`src/rtl/inst_fetcher_if.sv`:
```
`default_nettype none
// ============================================================================
// Module   : inst_fetcher_if
// Brief    : Fetcher bundle: dispatcher ask, icache request/response,
//            decoder outputs and ROB redirect/update inputs.
// Revision : 1.0 - initial release
// ============================================================================
interface inst_fetcher_if #(
  parameter int ADDR_WIDTH = 32
);
  logic                  DCIF_ask_IF;
  logic                  IFIC_en;
  logic [ADDR_WIDTH-1:0] IFIC_addr;
  logic                  ICIF_en;
  logic [31:0]           ICIF_data;
  logic                  IFDC_en;
  logic [ADDR_WIDTH-1:0] IFDC_pc;
  logic [6:0]            IFDC_opcode;
  logic [24:0]           IFDC_remain_inst;
  logic                  IFDC_predict_result;
  logic                  ROBIF_flush;
  logic [ADDR_WIDTH-1:0] ROBIF_target_pc;
  logic                  ROBIF_jalr_en;
  logic [ADDR_WIDTH-1:0] ROBIF_jalr_pc;
  logic                  ROBIF_br_en;
  logic [ADDR_WIDTH-1:0] ROBIF_br_pc;
  logic                  ROBIF_br_taken;

  modport master (
    input  DCIF_ask_IF,
    output IFIC_en, IFIC_addr,
    input  ICIF_en, ICIF_data,
    output IFDC_en, IFDC_pc, IFDC_opcode, IFDC_remain_inst, IFDC_predict_result,
    input  ROBIF_flush, ROBIF_target_pc, ROBIF_jalr_en, ROBIF_jalr_pc,
    input  ROBIF_br_en, ROBIF_br_pc, ROBIF_br_taken
  );

  modport slave (
    output DCIF_ask_IF,
    input  IFIC_en, IFIC_addr,
    output ICIF_en, ICIF_data,
    input  IFDC_en, IFDC_pc, IFDC_opcode, IFDC_remain_inst, IFDC_predict_result,
    output ROBIF_flush, ROBIF_target_pc, ROBIF_jalr_en, ROBIF_jalr_pc,
    output ROBIF_br_en, ROBIF_br_pc, ROBIF_br_taken
  );
endinterface
`default_nettype wire

```
`src/rtl/inst_fetcher.sv`:
```
`default_nettype none
// ============================================================================
// Module   : inst_fetcher
// Brief    : PC owner; fetches one instruction at a time, predicts next PC
//            (static jal, 2-bit BHT for branches), stalls on jalr.
// Revision : 1.0 - initial release
// ============================================================================
module inst_fetcher #(
  parameter int                    ADDR_WIDTH = 32,
  parameter logic [ADDR_WIDTH-1:0] RESET_PC   = '0,
  parameter int                    BHT_BITS   = 6
) (
  input  wire logic       clk_in,
  input  wire logic       rst_in,
  input  wire logic       rdy_in,
  inst_fetcher_if.master  bus
);

  localparam int                    c_BHT_SIZE = 1 << BHT_BITS;
  localparam logic [6:0]            c_OP_JAL   = 7'b1101111;
  localparam logic [6:0]            c_OP_BR    = 7'b1100011;
  localparam logic [6:0]            c_OP_JALR  = 7'b1100111;
  localparam logic [ADDR_WIDTH-1:0] c_PC_STEP  = ADDR_WIDTH'(4);

  typedef enum logic [1:0] {
    S_IDLE      = 2'd0,
    S_FETCH     = 2'd1,
    S_WAIT_JALR = 2'd2
  } state_t;

  state_t                r_state, w_state_nxt;
  logic [ADDR_WIDTH-1:0] r_pc, w_pc_nxt;
  logic [1:0]            r_bht [c_BHT_SIZE];

  logic                  r_ific_en;
  logic [ADDR_WIDTH-1:0] r_ific_addr;
  logic                  r_ifdc_en;
  logic [ADDR_WIDTH-1:0] r_ifdc_pc;
  logic [6:0]            r_ifdc_opcode;
  logic [24:0]           r_ifdc_remain;
  logic                  r_ifdc_pred;

  logic [31:0]           w_inst;
  logic [31:0]           w_imm_j, w_imm_b;
  logic [BHT_BITS-1:0]   w_lookup_idx, w_update_idx;
  logic                  w_bht_pred;
  logic                  w_pred_taken;
  logic                  w_fire;
  logic                  w_unused;

  assign w_inst       = bus.ICIF_data;
  assign w_imm_j      = {{12{w_inst[31]}}, w_inst[19:12], w_inst[20], w_inst[30:21], 1'b0};
  assign w_imm_b      = {{20{w_inst[31]}}, w_inst[7], w_inst[30:25], w_inst[11:8], 1'b0};
  assign w_lookup_idx = r_pc[BHT_BITS+1:2];
  assign w_update_idx = bus.ROBIF_br_pc[BHT_BITS+1:2];
  assign w_bht_pred   = r_bht[w_lookup_idx][1];
  // A flush in the response cycle discards the returned word.
  assign w_fire       = (r_state == S_FETCH) && bus.ICIF_en && !bus.ROBIF_flush;
  assign w_unused     = ^{bus.ROBIF_br_pc[ADDR_WIDTH-1:BHT_BITS+2], bus.ROBIF_br_pc[1:0]};

  always_ff @(posedge clk_in or posedge rst_in) begin
    if (rst_in) begin
      r_state <= S_IDLE;
      r_pc    <= RESET_PC;
    end else if (rdy_in) begin
      r_state <= w_state_nxt;
      r_pc    <= w_pc_nxt;
    end
  end

  always_comb begin
    w_state_nxt  = r_state;
    w_pc_nxt     = r_pc;
    w_pred_taken = 1'b0;
    case (r_state)
      S_IDLE: begin
        if (bus.DCIF_ask_IF) w_state_nxt = S_FETCH;
      end
      S_FETCH: begin
        if (bus.ICIF_en) begin
          w_state_nxt = S_IDLE;
          case (w_inst[6:0])
            c_OP_JAL: begin
              w_pc_nxt     = r_pc + ADDR_WIDTH'($signed(w_imm_j));
              w_pred_taken = 1'b1;
            end
            c_OP_BR: begin
              w_pc_nxt     = w_bht_pred ? r_pc + ADDR_WIDTH'($signed(w_imm_b)) : r_pc + c_PC_STEP;
              w_pred_taken = w_bht_pred;
            end
            c_OP_JALR: w_state_nxt = S_WAIT_JALR;
            default:   w_pc_nxt    = r_pc + c_PC_STEP;
          endcase
        end
      end
      S_WAIT_JALR: begin
        if (bus.ROBIF_jalr_en) begin
          w_pc_nxt    = bus.ROBIF_jalr_pc;
          w_state_nxt = S_IDLE;
        end
      end
      default: w_state_nxt = S_IDLE;
    endcase
    if (bus.ROBIF_flush) begin
      w_state_nxt = S_IDLE;
      w_pc_nxt    = bus.ROBIF_target_pc;
    end
  end

  always_ff @(posedge clk_in or posedge rst_in) begin
    if (rst_in) begin
      r_ific_en     <= 1'b0;
      r_ific_addr   <= '0;
      r_ifdc_en     <= 1'b0;
      r_ifdc_pc     <= '0;
      r_ifdc_opcode <= '0;
      r_ifdc_remain <= '0;
      r_ifdc_pred   <= 1'b0;
    end else begin
      r_ifdc_en <= 1'b0;
      if (rdy_in) begin
        r_ific_en <= (w_state_nxt == S_FETCH);
        // Address is captured only on request launch, so it is stable while en is high.
        if (r_state == S_IDLE && w_state_nxt == S_FETCH) r_ific_addr <= r_pc;
        if (w_fire) begin
          r_ifdc_en     <= 1'b1;
          r_ifdc_pc     <= r_pc;
          r_ifdc_opcode <= w_inst[6:0];
          r_ifdc_remain <= w_inst[31:7];
          r_ifdc_pred   <= w_pred_taken;
        end
      end
    end
  end

  always_ff @(posedge clk_in or posedge rst_in) begin
    if (rst_in) begin
      for (int i = 0; i < c_BHT_SIZE; i++) r_bht[i] <= 2'b01;
    end else if (rdy_in && bus.ROBIF_br_en) begin
      if (bus.ROBIF_br_taken) begin
        if (r_bht[w_update_idx] != 2'b11) r_bht[w_update_idx] <= r_bht[w_update_idx] + 2'b01;
      end else begin
        if (r_bht[w_update_idx] != 2'b00) r_bht[w_update_idx] <= r_bht[w_update_idx] - 2'b01;
      end
    end
  end

  assign bus.IFIC_en             = r_ific_en;
  assign bus.IFIC_addr           = r_ific_addr;
  assign bus.IFDC_en             = r_ifdc_en;
  assign bus.IFDC_pc             = r_ifdc_pc;
  assign bus.IFDC_opcode         = r_ifdc_opcode;
  assign bus.IFDC_remain_inst    = r_ifdc_remain;
  assign bus.IFDC_predict_result = r_ifdc_pred;

endmodule
`default_nettype wire

```
`src/flat_wrapper.sv`:
```
// flat-port wrapper written by rule: the top's interface ports become plain ports
module inst_fetcher_flat 
#(
  parameter int                    ADDR_WIDTH = 32,
  parameter logic [ADDR_WIDTH-1:0] RESET_PC   = '0,
  parameter int                    BHT_BITS   = 6
)
  (clk_in, rst_in, rdy_in, bus_DCIF_ask_IF, bus_IFIC_en, bus_IFIC_addr, bus_ICIF_en, bus_ICIF_data, bus_IFDC_en, bus_IFDC_pc, bus_IFDC_opcode, bus_IFDC_remain_inst, bus_IFDC_predict_result, bus_ROBIF_flush, bus_ROBIF_target_pc, bus_ROBIF_jalr_en, bus_ROBIF_jalr_pc, bus_ROBIF_br_en, bus_ROBIF_br_pc, bus_ROBIF_br_taken);
  inst_fetcher_if #(.ADDR_WIDTH(ADDR_WIDTH)) bus_i ();
  input  wire logic clk_in;
  input  wire logic rst_in;
  input  wire logic rdy_in;
  input wire logic [$bits(bus_i.DCIF_ask_IF)-1:0] bus_DCIF_ask_IF;
  output wire logic [$bits(bus_i.IFIC_en)-1:0] bus_IFIC_en;
  output wire logic [$bits(bus_i.IFIC_addr)-1:0] bus_IFIC_addr;
  input wire logic [$bits(bus_i.ICIF_en)-1:0] bus_ICIF_en;
  input wire logic [$bits(bus_i.ICIF_data)-1:0] bus_ICIF_data;
  output wire logic [$bits(bus_i.IFDC_en)-1:0] bus_IFDC_en;
  output wire logic [$bits(bus_i.IFDC_pc)-1:0] bus_IFDC_pc;
  output wire logic [$bits(bus_i.IFDC_opcode)-1:0] bus_IFDC_opcode;
  output wire logic [$bits(bus_i.IFDC_remain_inst)-1:0] bus_IFDC_remain_inst;
  output wire logic [$bits(bus_i.IFDC_predict_result)-1:0] bus_IFDC_predict_result;
  input wire logic [$bits(bus_i.ROBIF_flush)-1:0] bus_ROBIF_flush;
  input wire logic [$bits(bus_i.ROBIF_target_pc)-1:0] bus_ROBIF_target_pc;
  input wire logic [$bits(bus_i.ROBIF_jalr_en)-1:0] bus_ROBIF_jalr_en;
  input wire logic [$bits(bus_i.ROBIF_jalr_pc)-1:0] bus_ROBIF_jalr_pc;
  input wire logic [$bits(bus_i.ROBIF_br_en)-1:0] bus_ROBIF_br_en;
  input wire logic [$bits(bus_i.ROBIF_br_pc)-1:0] bus_ROBIF_br_pc;
  input wire logic [$bits(bus_i.ROBIF_br_taken)-1:0] bus_ROBIF_br_taken;
  assign bus_i.DCIF_ask_IF = bus_DCIF_ask_IF;
  assign bus_IFIC_en = bus_i.IFIC_en;
  assign bus_IFIC_addr = bus_i.IFIC_addr;
  assign bus_i.ICIF_en = bus_ICIF_en;
  assign bus_i.ICIF_data = bus_ICIF_data;
  assign bus_IFDC_en = bus_i.IFDC_en;
  assign bus_IFDC_pc = bus_i.IFDC_pc;
  assign bus_IFDC_opcode = bus_i.IFDC_opcode;
  assign bus_IFDC_remain_inst = bus_i.IFDC_remain_inst;
  assign bus_IFDC_predict_result = bus_i.IFDC_predict_result;
  assign bus_i.ROBIF_flush = bus_ROBIF_flush;
  assign bus_i.ROBIF_target_pc = bus_ROBIF_target_pc;
  assign bus_i.ROBIF_jalr_en = bus_ROBIF_jalr_en;
  assign bus_i.ROBIF_jalr_pc = bus_ROBIF_jalr_pc;
  assign bus_i.ROBIF_br_en = bus_ROBIF_br_en;
  assign bus_i.ROBIF_br_pc = bus_ROBIF_br_pc;
  assign bus_i.ROBIF_br_taken = bus_ROBIF_br_taken;
  inst_fetcher #(.ADDR_WIDTH(ADDR_WIDTH), .RESET_PC(RESET_PC), .BHT_BITS(BHT_BITS)) u_core (.clk_in(clk_in), .rst_in(rst_in), .rdy_in(rdy_in), .bus(bus_i));
endmodule
```
`config.mk`:
```
export PLATFORM = sky130hd
export DESIGN_NAME = inst_fetcher_flat
export DESIGN_NICKNAME = d
export VERILOG_FILES = /design/src/rtl/inst_fetcher_if.sv /design/src/rtl/inst_fetcher.sv /design/src/flat_wrapper.sv
export SDC_FILE = /design/constraint.sdc
export NUM_CORES = 1
export LEC_CHECK = 0
export ABC_AREA = 1
export CELL_PAD_IN_SITES_DETAIL_PLACEMENT = 0
export CELL_PAD_IN_SITES_GLOBAL_PLACEMENT = 1
export CORE_ASPECT_RATIO = 0.9
export CORE_MARGIN = 2
export CORE_UTILIZATION = 41
export CTS_BUF_LIST = sky130_fd_sc_hd__clkbuf_4
export CTS_CLUSTER_DIAMETER = 200
export CTS_CLUSTER_SIZE = 12
export DETAILED_ROUTE_END_ITERATION = 7
export PLACE_DENSITY_LB_ADDON = 0.1
export SKIP_CTS_REPAIR_TIMING = 1
export SYNTH_ARGS = -nofsm -noshare
export SYNTH_HDL_FRONTEND = slang
export SYNTH_SLANG_ARGS = --single-unit
```
`constraint.sdc`:
```
create_clock -name clk_in -period 9.6 [get_ports clk_in]
set_input_delay 1.92 -clock clk_in [delete_from_list [all_inputs] [get_ports clk_in]]
set_output_delay 1.92 -clock clk_in [all_outputs]
set_load 0.03 [all_outputs]
```
==> results of run 1 <==
[path summary, 6_finish.rpt]
path | startpoint | endpoint | slack (ns) | depth (start not counted)
hold reg to reg | flop | flop | 0.49 | 2
setup / recovery | bus_ROBIF_br_pc[3] | u_core.r_bht[25]$_DFFE_PP0P_ | 3.02 | 19
min in group asynchronous | rst_in | u_core.r_bht[11]$_DFFE_PP0P_ | 1.76 | 2
setup reg to reg | flop | u_core.r_bht[25]$_DFFE_PP0P_ | 5.25 | 14
max in group asynchronous | rst_in | u_core.r_bht[117]$_DFFE_PP0P_ | 6.33 | 3
hold / removal | flop | flop | 0.49 | 2
[power by group through the flow]
stage,Combinational (mW),Sequential (mW),Clock (mW)
after floorplan,1.04,1.79,0
after detailed placement,2.08,1.57,0
after global placement,2.07,1.57,0
after CTS,2.09,1.55,0.605
after global routing,2.30,1.59,0.640
final,2.10,1.56,0.585
[placed cells by master, fill, tap and decap left out, drive strengths merged, types with 6 or more instances in the layout]
master and instances:
ha 46, dfrtp 197, a22oi 14, buf 19, inv 220, clkbuf 43
nor3 29, nor2 237, a221oi 11, nand3 180, mux2 36, o21ai 238
clkdlybuf4s50 209, xnor2 6, o22ai 20, a21oi 110, o21bai 7, nand2 806
or2 25, dfstp 64, nand4 33, xor2 33
[worst register-to-register path, cell delays in order (launching register included)]
cell and delay [ns]:
sky130_fd_sc_hd__dfstp_2 0.40, sky130_fd_sc_hd__o2bb2ai_1 0.11, sky130_fd_sc_hd__a221oi_1 0.35, sky130_fd_sc_hd__nand4_1 0.19, sky130_fd_sc_hd__nand2_1 0.10, sky130_fd_sc_hd__nand2_1 0.06
sky130_fd_sc_hd__nor2_1 0.11, sky130_fd_sc_hd__nand2_2 0.45, sky130_fd_sc_hd__ha_1 0.43, sky130_fd_sc_hd__mux2i_1 0.15, sky130_fd_sc_hd__nand3_1 0.22, sky130_fd_sc_hd__nor2_1 1.06
sky130_fd_sc_hd__nand2_1 0.31, sky130_fd_sc_hd__nand2_1 0.15, sky130_fd_sc_hd__o21ai_0 0.11
[kinds of logic (layout without fill, tap and decap cells)]
logic type	after synthesis	count (layout)	share of synthesized area
buffers and inverters	308	493	0.0738
multiplexers	37	37	0.0240
AO/OA/AOI/OAI	430	430	0.147
AND/OR/NAND/NOR	1321	1321	0.318
adder cells (fa/ha/maj)	48	48	0.0356
other	0	4	0
flip-flops	261	261	0.382
XOR/XNOR	39	39	0.0197
[cells in the mapped netlist, drive strengths merged]
| cell type | n |
|---|---|
| mux2i | 1 |
| a31oi | 3 |
| o2111ai | 2 |
| a22o | 2 |
| xnor2 | 6 |
| nand4 | 33 |
| o21ai | 238 |
| and2 | 2 |
| and3 | 2 |
| xor2 | 33 |
| dfstp | 64 |
| a21oi | 110 |
| ha | 46 |
| o21bai | 7 |
| mux2 | 36 |
| nand3 | 180 |
| o2bb2ai | 3 |
| o41ai | 3 |
| inv | 220 |
| a21boi | 1 |
| nand3b | 3 |
| dfrtp | 197 |
| o31ai | 3 |
| buf | 39 |
| o21a | 4 |
| a211oi | 4 |
| o211ai | 4 |
| nand2 | 806 |
| nor3 | 29 |
| nor2 | 237 |
| o22a | 1 |
| a221oi | 11 |
| or2 | 25 |
| fa | 2 |
| o22ai | 20 |
| nor4 | 4 |
| clkbuf | 49 |
| a22oi | 14 |
[final cells by class]
type	instances	area (um^2)	share of cell area
Multi-Input combinational cell	1875	9450	0.469
Sequential cell	261	6610	0.328
Timing Repair Buffer	228	2230	0.111
Tap cell	547	684	0.0340
Clock inverter	2	12.5	0.000621
Antenna cell	4	10.0	0.000497
Inverter	220	833	0.0413
Clock buffer	43	323	0.0160
[metal layers]
metal	vias up	GRT usage
met5	-	0
met2	706	0.401
met3	76	0.0864
met1	8221	0.482
li1	8365	-
met4	10	0.0523
==> summary by stage, run 1 <==
Global routing
Across every metal layer, demand over resource in global routing totals 0.303. The first global-routing pass estimated 99,800 um of wire. The final global-route overflow total is 0. The number of antenna violations at the first check in global routing came to 10. The via count of the first global-routing pass is 16,200. The largest net degree at the start of global routing is 131.

Cells and area
Of the cells placed in the final design, the portion with a size suffix greater than 1 is 0.101. The design area is 0.0202 mm^2. The total number of nets in the final design is 2,796. At the end of the flow the core is filled with cells to 0.483. The post-route non-filler standard cell count is ~3,200. The filler cells instantiated in the layout total between 4,000 and 5,000. The synthesis-to-finish area growth is 16.5%.

Timing
The maximum frequency from static timing analysis is 152 MHz. The worst setup margin is 3.02 ns. The tightest slew margin relative to the limit is 0.127.

The setup clock skew after layout is 0.0707 ns. Setup violations remaining at the end of the flow were counted as 0. In the finished design, the share of the clock period the worst path needs comes to 0.686. The final count of pins violating max slew is 0. The transition at the pin with the smallest max-transition slack is 1.30 ns.

Final hold analysis gives a worst-case slack of 0.490 ns. For the final routed database, the setup TNS stands at 0 ns. The final count of hold timing violations is 0. The clock period minus worst slack is 6.58 ns. Setup repair after global routing left no endpoint under its margin.

Placed design
The estimated wirelength of the detail-placed design is between 50,000 and 60,000 um. In this run, placement finished with an instance count of 3,131. The last weighted congestion value of the routability-driven placer is 0.932. During placement, the flow inserted port buffers numbering 209. Prior to clock tree synthesis, the placed netlist has a worst setup slack of 2.47 ns. The instance area after placement is 0.0198 mm^2.

Yosys
In this run, distinct cell masters in the synthesized netlist total 55. The average cell area after synthesis is 7.08 um^2. The Yosys step of the flow raised 0 warnings.

Of the post-synthesis cell area, the dominant cell type holds 0.285. The synthesized netlist cell count is 2,444. The number of nets in the synthesized netlist is 2,629. After synthesis, the cell types taking the most area are sky130_fd_sc_hd__dfrtp_1 (28%), sky130_fd_sc_hd__nand2_1 (17%), sky130_fd_sc_hd__dfstp_2 (9.7%). For this run, the register share of the synthesized area comes to 0.382.

The flip-flop and latch count after synthesis is 261. The library cell occupying the most area in the post-synthesis netlist is sky130_fd_sc_hd__dfrtp_1. The synthesized netlist occupies a cell area of about 0.017 mm^2.

Floorplanning
The standard cell core area is between 0.04 and 0.05 mm^2. The initial utilization of the core area, before any placement, comes to 0.414. The floorplan has 71 rows. The number of top-level pins is 236. The die is ~200 um tall. The total die area is 0.0439 mm^2. The die width is between 200 and 250 um.

Clocking
Clock-pin slew was measured on the worst setup and hold paths at 0.14 ns. The TritonCTS buffer count is 25. The maximum level of the CTS H-tree is 1. The clock net sink count is 261. TritonCTS built the clock tree. The tree is rooted in a sky130_fd_sc_hd__clkbuf_4. The clock reaches the later pin of the worst-skew pair after between 0.7 and 0.8 ns. The clock passes through at most 3 buffers.

Pwr
The total power of the final layout is 4.25 mW. The internal portion of the total power is around 2.3 mW. The switching component of the power is 1.98 mW. The analysis attributes to cell leakage a power of 9.20 nW. The power density relative to cell area is ~210 mW/mm^2. IR analysis of the VDD net gives a maximum drop of 0.186 mV.

The power share of the clock group is 0.138. The relative contribution of combinational cells to total power is 0.495. The sequential power share is 0.367. Of the total power, the share spent switching nets is 0.466.

Drt
After the first detailed-routing iteration, the DRC count stood at between 1,500 and 2,000. The antenna violation net count after detailed routing is 0. The post-detailed-routing wire length is around 66,000 um. Before antenna repair, the detailed router went through 6 iterations. In the final routed layout, each cell accounts on average for approximately 21 um.

The highest layer touched by signal routing is met5. The total via count in the routed design is ~17,000. For this run, design rule violations remaining after detail routing come to 0. The met2 wire length is about 25,000 um. The detailed route wirelength on metal3 is 7220 um. Using the TritonRoute via totals, the vias-per-cell ratio works out to between 5 and 6. The met1 routed wirelength after detailed routing is ~33,000 um.

Critical path
Data on the critical path arrives at its endpoint at 7.17 ns. STA puts the critical path data required time at about 10 ns. The signal on the critical path passes through clkdlybuf4s50_1, nand3_1, inv_1, nand2_1, nand2_1, a221oi_2, nand4_1, nand2_1, nand2_1, nor2_2, nand2_2, inv_1, ha_1, mux2i_1, nand3_1, nor2_1, nand2_1, nand2_1, o21ai_0. The number of buffer and inverter instances along the worst setup path is 3. The kind of cell with the highest combined delay along the critical path is simple AND/OR/NAND/NOR gates. Counting stages on the worst path, the most repeated cell is sky130_fd_sc_hd__nand2_1. For this design, the slowest cell found on the critical path is sky130_fd_sc_hd__nor2_1. The startpoint kind of the worst setup timing path is a primary input.

Along the worst path, the maximum fanout reaches 25. The worst setup path is of the in -> reg kind. The largest stage delay on the critical path is 1.06 ns. STA classifies the critical path endpoint as a flop.

Run
The number of max-cap violations is 0.

Run status
The flow ran to the end, and the final reports show no timing, DRC or antenna violations.

Min path
The tightest min-delay check is of the reg -> reg type.
No activity file was read; power rests on OpenSTA's default activity.
==> run 2, diff against run 1 <==
==> constraint.sdc (replaced) <==
create_clock -name clk_in -period 6.3 [get_ports clk_in]
set_input_delay 1.26 -clock clk_in [delete_from_list [all_inputs] [get_ports clk_in]]
set_output_delay 1.26 -clock clk_in [all_outputs]
set_load 0.03 [all_outputs]
==> summary by stage, run 2 (synthesized netlist as in run 1, its figures left out) <==
Run status
The run finished with clean final reports.

Cells and area
The count of filler cells inserted in the layout is 4,355 (-0.32%). The register area is 0.00661 mm^2 (unchanged). The library cells used most frequently in the layout, excluding fill and tap cells, are sky130_fd_sc_hd__nand2_1 (801), sky130_fd_sc_hd__nor2_1 (229), sky130_fd_sc_hd__clkdlybuf4s50_1 (209), sky130_fd_sc_hd__inv_1 (207), sky130_fd_sc_hd__dfrtp_1 (197). The share of layout cells above drive strength 1 is 0.107 (+0.00577). Leaving out fill and tap cells, the most frequent cell in the layout is sky130_fd_sc_hd__nand2_1. The synthesis-to-finish area growth is 17.4%. The area occupied by multi-input gates is 0.00945 mm^2 (unchanged). The total number of nets in the final design is 2,814 (+0.64%). The post-route non-filler standard cell count was 3,197 (+0.53%).

Pwr
The relative contribution of combinational cells to total power is 0.497 (+0.002). The power share of the clock group was 0.137 (about the same). The switching share of total power came to 0.466 (about the same).

The largest vdd supply drop is 0.223 mV (+20%). The power density relative to cell area came to 319 mW/mm^2 (+52%). The total power of the final layout is 6.49 mW (+53%). The sequential power share came to 0.365 (-0.002). The leakage power came to 9.30 nW (+1.0%). The switching component of the power is 3.02 mW (+53%). The internal power of the cells came to 3.46 mW (+53%).

Drt
The detailed route wirelength on metal3 came to 6460 um (-10%). The remaining design rule violation count was 0 (unchanged). The first-pass iteration count of the detailed router is 6 (unchanged).

The per-cell routed wire length is 21.0 um (+0.50%). The detailed router used layers up to and including met5. The post-detailed-routing wire length is 67,100 um (+1.0%). The first-iteration detailed-routing DRC count came to 1,852 (+9.6%). The met1 routed wirelength after detailed routing is 34,000 um (+3.3%). The met2 wire length was 25,400 um (+1.4%). The total via count in the routed design is 17,400 (-0.040%). The antenna violation net count after detailed routing is 0 (unchanged). The via count normalized by instance count is 5.43 (-0.57%).

Clocking
The clock net sink count was 261 (unchanged). The buffer type at the clock tree root is sky130_fd_sc_hd__clkbuf_4. The clock latency on the worst-skew pair is 0.83 ns (+0.04 ns). The TritonCTS buffer count was 25 (unchanged).

TritonCTS built the clock tree. The buffer levels on the longest clock path is 3 (unchanged). The maximum level of the CTS H-tree came to 1 (unchanged). The clock-pin transition on the worst setup and hold timing paths is 0.11 ns (-0.03 ns).

Global routing
The global-route wire length before repair is 101,000 um (+1.2%). The number of antenna violations at the first check in global routing is 7 (-3). The final global-route overflow total is 0 (unchanged). The via count of the first global-routing pass is 16,500 (+2.3%).

The global router's overall resource usage was 0.306 (+0.00291). The largest net degree at the start of global routing was 126 (-3.8%).

Floorplanning
The die width is 221 um (unchanged). The height of the die was 199 um (unchanged). The standard cell core area is 0.0418 mm^2 (unchanged). The row count is 71 (unchanged).

The number of top-level pins was 236 (unchanged). The total die area came to 0.0439 mm^2 (unchanged). The starting density of the core is 0.414 (unchanged).

Critical path
The register-to-register setup slack was 2.64 ns (-2.61 ns). The critical path in this run is classified as in -> reg. STA classifies the critical path startpoint as a primary input. The most critical setup path has its endpoint at u_core.r_bht[107]$_DFFE_PP0P_.

The endpoint kind of the worst setup timing path is a flop. The critical path arrival is 5.47 ns (-1.70 ns). The number of cells on the worst reg-to-reg path came to 14 (unchanged). The critical path starts at bus_ROBIF_br_pc[3]. The worst register-to-register path begins at u_core.r_pc[4]$_DFFE_PP0P_. The endpoint required time on the critical path is 6.96 ns (-3.22 ns). The worst register-to-register path ends at u_core.r_pc[15]$_DFFE_PP0P_. The peak fanout along the critical path was 22 (-12%).

Run
The number of max-cap violations is 0 (unchanged).

Timing
The clock period minus worst slack is 4.81 ns. The final sum of negative setup slack is 0 ns (unchanged). The tightest slew margin relative to the limit is 0.256 (+0.129). The transition at the pin with the smallest max-transition slack came to 1.11 ns (-0.190 ns).

The final count of hold timing violations came to 0 (unchanged). In the finished design, the share of the clock period the worst path needs comes to 0.764. The count of final setup violators is 0 (unchanged). The setup clock skew after layout is 0.0736 ns (+0.00283 ns). The final count of pins violating max slew is 0 (unchanged).

The maximum frequency from static timing analysis is 208 MHz. Setup repair after global routing left no endpoint under its margin. The worst hold margin is 0.490 ns (-0.000193 ns).

Placed design
The quantity of I/O buffers inserted on ports is 209 (unchanged). The number of placed instances, taps included came to 3,149 (+0.57%). The estimated wirelength of the detail-placed design is 51,400 um (+1.7%). The last weighted congestion value of the routability-driven placer was 0.938 (+0.64%).

Min path
The tightest min-delay check is of the reg -> reg type.
run 2: cell count changes in the layout (fill, tap and decap cells not counted), sizes merged:
cell,change
clkbuf,-1
buf,+18
clkinvlp,+1
inv,-1
run 2: how the worst min path moves through the flow:
| stage | startpoint | end | cells past startpoint |
|---|---|---|---|
| 5_1_grt | flop | flop | 2 |
| 3_3_place_gp | u_core.r_bht[59]$_DFFE_PP0P_ | u_core.r_bht[59]$_DFFE_PP0P_ | 2 |
| 2_1_floorplan | u_core.r_bht[109]$_DFFE_PP0P_ | u_core.r_bht[109]$_DFFE_PP0P_ | 2 |
| 3_5_place_dp | flop | flop | 2 |
| 4_1_cts | flop | flop | 2 |
| 6_report | flop | flop | 2 |
run 2: power groups by stage:
stage / Combinational [mW] / Clock [mW] / Sequential [mW]
after CTS: 3.19 / 0.921 / 2.36
final: 3.23 / 0.891 / 2.37
after global routing: 3.53 / 0.981 / 2.41
after detailed placement: 3.18 / 0 / 2.38
after floorplan: 1.59 / 0 / 2.72
after global placement: 3.17 / 0 / 2.38
run 2: layout make-up:
cell class                      instances  area share
Inverter                              220      0.0409
Sequential cell                       261       0.326
Multi-Input combinational cell       1875       0.465
Tap cell                              547      0.0337
Timing Repair Buffer                  246       0.118
Antenna cell                            4    0.000493
Clock inverter                          2    0.000616
Clock buffer                           42      0.0155
run 2: metal layers:
| metal | vias to the layer above | global-route usage |
|---|---|---|
| met5 | - | 0 |
| met4 | 4 | 0.0580 |
| met3 | 77 | 0.0835 |
| met2 | 667 | 0.407 |
| met1 | 8212 | 0.485 |
| li1 | 8411 | - |
run 2: worst max-delay path, stage by stage:
cell and delay (ns):
sky130_fd_sc_hd__clkdlybuf4s50_1 0.69, sky130_fd_sc_hd__inv_2 0.09, sky130_fd_sc_hd__nand3_2 0.20, sky130_fd_sc_hd__inv_1 0.35
sky130_fd_sc_hd__nand2_1 0.15, sky130_fd_sc_hd__nand2_1 0.07, sky130_fd_sc_hd__a221oi_2 0.17, sky130_fd_sc_hd__nand4_1 0.10
sky130_fd_sc_hd__nand2_1 0.08, sky130_fd_sc_hd__nand2_1 0.15, sky130_fd_sc_hd__nor2_2 0.15, sky130_fd_sc_hd__nand2_2 0.08
sky130_fd_sc_hd__buf_4 0.26, sky130_fd_sc_hd__ha_1 0.26, sky130_fd_sc_hd__mux2i_1 0.15, sky130_fd_sc_hd__nand3_1 0.25
sky130_fd_sc_hd__nor2_1 0.40, sky130_fd_sc_hd__buf_4 0.28, sky130_fd_sc_hd__nand2_1 0.14, sky130_fd_sc_hd__nand2_1 0.09
sky130_fd_sc_hd__o21ai_0 0.08
run 2: stage by stage:
stage	area, um^2	setup slack [ns]	util
final	20300	1.49	0.486
after global routing	20300	1.18	0.486
after CTS	20300	1.66	0.486
after detailed placement	20000	0.803	0.478
after global placement	20000	0.923	0.478
after floorplan	17300	1.65	-
